## src/rtl/divide_shift_sub.sv

```systemverilog
// rtl/divide_shift_sub.sv - sequential restoring (shift-subtract) unsigned divider
//
// Purpose: divides an N-bit dividend A by an N-bit divisor B, one quotient bit per
// clock, using the same in_en / done start-finish handshake as the shift-add multiplier.
//
// Ports:
//   clk    in   1  system clock, rising edge
//   rst_n  in   1  asynchronous active-low reset
//   in_en  in   1  start request, sampled while idle
//   A      in   N  dividend, captured on the start edge
//   B      in   N  divisor, captured on the start edge
//   busy   out  1  high while a division is in progress
//   done   out  1  one-cycle pulse, Q/R valid from this cycle on
//   Q      out  N  quotient, held until the next done
//   R      out  N  remainder, held until the next done
//   dbz    out  1  divide-by-zero flag, updated at every done (only with DIVIDE_DBZ_EN)
//
// Optional feature macro: DIVIDE_DBZ_EN (adds dbz and a one-edge divide-by-zero path).

module divide_shift_sub #(
    parameter int N = 8
) (
    input  logic         clk,
    input  logic         rst_n,
    input  logic         in_en,
    input  logic [N-1:0] A,
    input  logic [N-1:0] B,
    output logic         busy,
    output logic         done,
    output logic [N-1:0] Q,
    output logic [N-1:0] R
`ifdef DIVIDE_DBZ_EN
    ,
    output logic         dbz
`endif
);

    localparam int CW = $clog2(N + 1);

    typedef enum logic {
        IDLE = 1'b0,
        CALC = 1'b1
    } state_t;

    state_t        state, state_n;
    logic [N:0]    rem_r, rem_n;
    logic [N-1:0]  quo_r, quo_n;
    logic [N-1:0]  div_r, div_n;
    logic [CW-1:0] cnt, cnt_n;
    logic          busy_n, done_n;
    logic [N-1:0]  q_n, r_n;

    logic [N:0]    t;
    logic          ge;
    logic [N:0]    rem_step;
    logic [N-1:0]  quo_step;
    logic          dbz_start;

`ifdef DIVIDE_DBZ_EN
    logic dbz_n;
    assign dbz_start = (B == '0);
`else
    assign dbz_start = 1'b0;
`endif

    // Shift the next dividend bit into the partial remainder. A set rem_r[N] would
    // mean the shifted value is at least 2^(N+1), which always exceeds the divisor.
    assign t        = {rem_r[N-1:0], quo_r[N-1]};
    assign ge       = rem_r[N] | (t >= {1'b0, div_r});
    assign rem_step = ge ? (t - {1'b0, div_r}) : t;
    assign quo_step = {quo_r[N-2:0], ge};

    always_ff @(posedge clk or negedge rst_n) begin
        if (!rst_n) begin
            state <= IDLE;
            rem_r <= '0;
            quo_r <= '0;
            div_r <= '0;
            cnt   <= '0;
            busy  <= 1'b0;
            done  <= 1'b0;
            Q     <= '0;
            R     <= '0;
`ifdef DIVIDE_DBZ_EN
            dbz   <= 1'b0;
`endif
        end else begin
            state <= state_n;
            rem_r <= rem_n;
            quo_r <= quo_n;
            div_r <= div_n;
            cnt   <= cnt_n;
            busy  <= busy_n;
            done  <= done_n;
            Q     <= q_n;
            R     <= r_n;
`ifdef DIVIDE_DBZ_EN
            dbz   <= dbz_n;
`endif
        end
    end

    always_comb begin
        state_n = state;
        rem_n   = rem_r;
        quo_n   = quo_r;
        div_n   = div_r;
        cnt_n   = cnt;
        busy_n  = busy;
        done_n  = 1'b0;
        q_n     = Q;
        r_n     = R;
`ifdef DIVIDE_DBZ_EN
        dbz_n   = dbz;
`endif
        case (state)
            IDLE: begin
                if (in_en) begin
                    if (dbz_start) begin
                        // Divide by zero short-cut: finish on the start edge itself.
                        q_n    = '1;
                        r_n    = A;
                        done_n = 1'b1;
                        busy_n = 1'b0;
`ifdef DIVIDE_DBZ_EN
                        dbz_n  = 1'b1;
`endif
                    end else begin
                        quo_n   = A;
                        div_n   = B;
                        rem_n   = '0;
                        cnt_n   = '0;
                        busy_n  = 1'b1;
                        state_n = CALC;
                    end
                end
            end
            CALC: begin
                cnt_n = cnt + 1'b1;
                if (cnt == CW'(N - 1)) begin
                    // Last iteration lands directly in the result registers.
                    q_n     = quo_step;
                    r_n     = rem_step[N-1:0];
                    done_n  = 1'b1;
                    busy_n  = 1'b0;
                    state_n = IDLE;
`ifdef DIVIDE_DBZ_EN
                    dbz_n   = 1'b0;
`endif
                end else begin
                    rem_n = rem_step;
                    quo_n = quo_step;
                end
            end
            default: state_n = IDLE;
        endcase
    end

endmodule

```

## config.mk

```make
export PLATFORM = sky130hd
export DESIGN_NAME = divide_shift_sub
export DESIGN_NICKNAME = d
export VERILOG_FILES = /design/src/rtl/divide_shift_sub.sv
export SDC_FILE = /design/constraint.sdc
export NUM_CORES = 1
export LEC_CHECK = 0
export BUFFER_PORTS_ARGS = -buffer_cell sky130_fd_sc_hd__buf_2
export CAP_MARGIN = 20
export CORE_MARGIN = 2
export CORE_UTILIZATION = 57
export DETAILED_ROUTE_END_ITERATION = 8
export PLACE_DENSITY = 0.77
export SETUP_SLACK_MARGIN = 0.05
export SLEW_MARGIN = 25
export SYNTH_ARGS = -nofsm -noshare
export SYNTH_HDL_FRONTEND = slang
export SYNTH_SLANG_ARGS = --single-unit
```

## constraint.sdc

```tcl
create_clock -name clk -period 4.57 [get_ports clk]
set_input_delay 0.6855 -clock clk [delete_from_list [all_inputs] [get_ports clk]]
set_output_delay 0.6855 -clock clk [all_outputs]
set_load 0.02 [all_outputs]
```

==> results.json <==
{
  "status": "finished, final reports clean",
  "start_util_pct": 60.1,
  "cp_slowest_cell": "dfrtp_1",
  "port_buffers": 36,
  "cp.required_ns": 4.77,
  "avgSynthCellArea_um2": 9.42,
  "r2r-end": "R[7]",
  "drc": 0,
  "grt.total_usage_pct": 22.7,
  "post_route_cells_drive_above_1_share_pct": 17.2,
  "slew_headroom_pct": 38.1,
  "first_global_vias": 1904,
  "synth_area_leader_cell": "dfrtp_1",
  "cts.sinks": 48,
  "hold_viol": 0,
  "fin_skew_ns": 0.00548,
  "fp.coreArea_mm2": 0.00409,
  "worst_pin_slew_ns": 0.925,
  "fin_crit_sh_pct": 54.9,
  "synth-seq-cells": 48,
  "syn_nets": 290,
  "synth_top_family_by_area": "compound AO/OA/AOI/OAI gates",
  "slowest_delay_ns": 0.61,
  "timing.critical_path.cells": "inv_1 > or2_1 > clkinv_1 > a31o_2",
  "criticalPathCategory": "reg2reg",
  "yosysUniqueCellTypes": 47,
  "fp-row-count": 23,
  "antenna_cells": 0,
  "fmax_mhz": 399,
  "grt_pass1_wl_um": 8860,
  "clk-insertion-delay-late_ns": 0.30,
  "wl_um": 5090,
  "ant_nets": 0,
  "grt_max_degree": 49,
  "yosysWarnings": 0,
  "fp.dieW_um": 69.7,
  "synthFlopType": "dfrtp_1",
  "vias": 1996,
  "cts_buffers": 5,
  "synthAdderAreaFrac_pct": 5.40,
  "clk_pin_slew_ns": 0.09,
  "hp-class": "in2async",
  "dp_hpwl_um": 3500,
  "drt_iter0_markers": 178,
  "antenna_found_initial": 0,
  "crit_path_max_fanout": 19,
  "cts_resized": 0,
  "fin_setup_tns_ns": 0,
  "worstPathArrival_ns": 2.70,
  "synth_compound_gate_area_share_pct": 17.9,
  "cts-htree-levels": 2,
  "postCtsSetupRepairBufs": 0,
  "area_growth_pct": 12.3,
  "synth.mux.area_fraction_pct": 3.31,
  "synthCells": 261,
  "netlist.area_leader.share_pct": 48.9,
  "postCtsHoldBufs": 0,
  "layout_common_cells": "nand2_1 (54), dfrtp_1 (48), buf_2 (35)",
  "rsz0062_at_grt": "no",
  "rr_startpoint": "state",
  "final_net_count": 320,
  "final_common_cell": "nand2_1",
  "die_height_um": 69.7,
  "synth-edff-count": 0,
  "maxSlewViolCount": 0,
  "gp_congestion": 0.845,
  "fill_cells": 325,
  "synth-simple-area-share_pct": 17.3,
  "worstRegToRegCells": 4,
  "cts_buffer_depth": 2,
  "avgViaCountPerCell": 5.85,
  "crit_path_start_kind": "flop",
  "avgRoutedWirePerCell_um": 14.9,
  "synth_area_mm2": 0.00246,
  "synth-xor-area-share_pct": 2.14,
  "cts_tree": "yes",
  "first_pass_iters": 4,
  "asyncSetResetFlopFracSynth_pct": 100,
  "max_cap_viol_count": 0,
  "io_pins": 37,
  "reg2reg_slack_ns": 2.06,
  "dieArea_mm2": 0.00485,
  "min_period_ns": 2.51,
  "setup_viol": 0,
  "overflow": 0,
  "ys_seq_area_share_pct": 48.9,
  "ys_top_cells_by_area": "dfrtp_1 (49%), nand2_1 (8.2%), o21ai_0 (4.9%)",
  "root_buffer": "clkbuf_8",
  "endpoint_kind": "flop"
}
-- critical path: cells and delay by family, from the launching register on --
| kind | cells | cell delay [ns] |
|---|---|---|
| compound gates | 1 | 0.37 |
| simple gates | 1 | 0.54 |
| buf+inv | 2 | 0.87 |
| flops | 1 | 0.61 |
-- synthesized netlist by cell type (all sizes together) (4+ instances only) --
library cell,count
nand2,54
dfrtp,48
o21ai,27
inv,13
nor2,12
a21oi,10
buf,10
ha,9
mux2i,7
nand3,6
nand4,5
o211ai,5
o31ai,5
and2,4
nor3,4
-- metal layers --
layer  wire [µm]  vias to the layer above  track usage, %
li1            -                      966               -
met1        2310                      957            31.4
met2        2420                       63            35.5
met3         261                       10            5.09
met4         101                        0            7.91
met5           0                        -               0
-- registers in the layout, summed over array words and instances, names as in the netlist --
name   cells
rem_r      9
Q          8
R          8
div_r      8
quo_r      8
cnt        4
busy       1
done       1
state      1
-- worst max-delay path by stage --
stage | from | end | slack [ns] | depth (start not counted)
floorplan | rem_r[5] | rem_r[2] | 2.59 | 7
finish | state | R[7] | 2.06 | 4
detailed placement | state | R[7] | 2.12 | 4
global placement | state | R[0] | 2.20 | 4
global route | state | R[7] | 1.83 | 4
CTS | state | R[0] | 2.10 | 4
-- area by class of cell --
type / count / area [µm²] / area share (%)
Clock inverter: 2 / 60.1 / 2.18
Inverter: 14 / 52.6 / 1.90
Multi-Input combinational cell: 186 / 1130 / 41.0
Tap cell: 50 / 62.6 / 2.27
Clock buffer: 5 / 68.8 / 2.49
Sequential cell: 48 / 1200 / 43.5
Timing Repair Buffer: 36 / 183 / 6.62
-- logic make-up after synthesis --
logic type               after synthesis
adder cells (fa/ha/maj)               10
multiplexers                           8
XOR/XNOR                               6
flip-flops                            48
buffers and inverters                 27
AO/OA/AOI/OAI                         67
AND/OR/NAND/NOR                       95
-- metrics by stage --
stage               setup WS (ns)  std cells  utilization, %  area [µm²]  hold slack, ns
floorplan                    2.59        261               -        2460           0.390
global placement             2.20        334            64.3        2630           0.459
detailed placement           2.12        334            64.4        2630           0.463
CTS                          2.10        341            67.5        2760           0.404
global route                 1.83        341            67.5        2760           0.430
finish                       2.06        341            67.5        2760           0.373
Power is not shown: default switching activity piles up to over one toggle a cycle in this logic, so the estimate is an artifact.
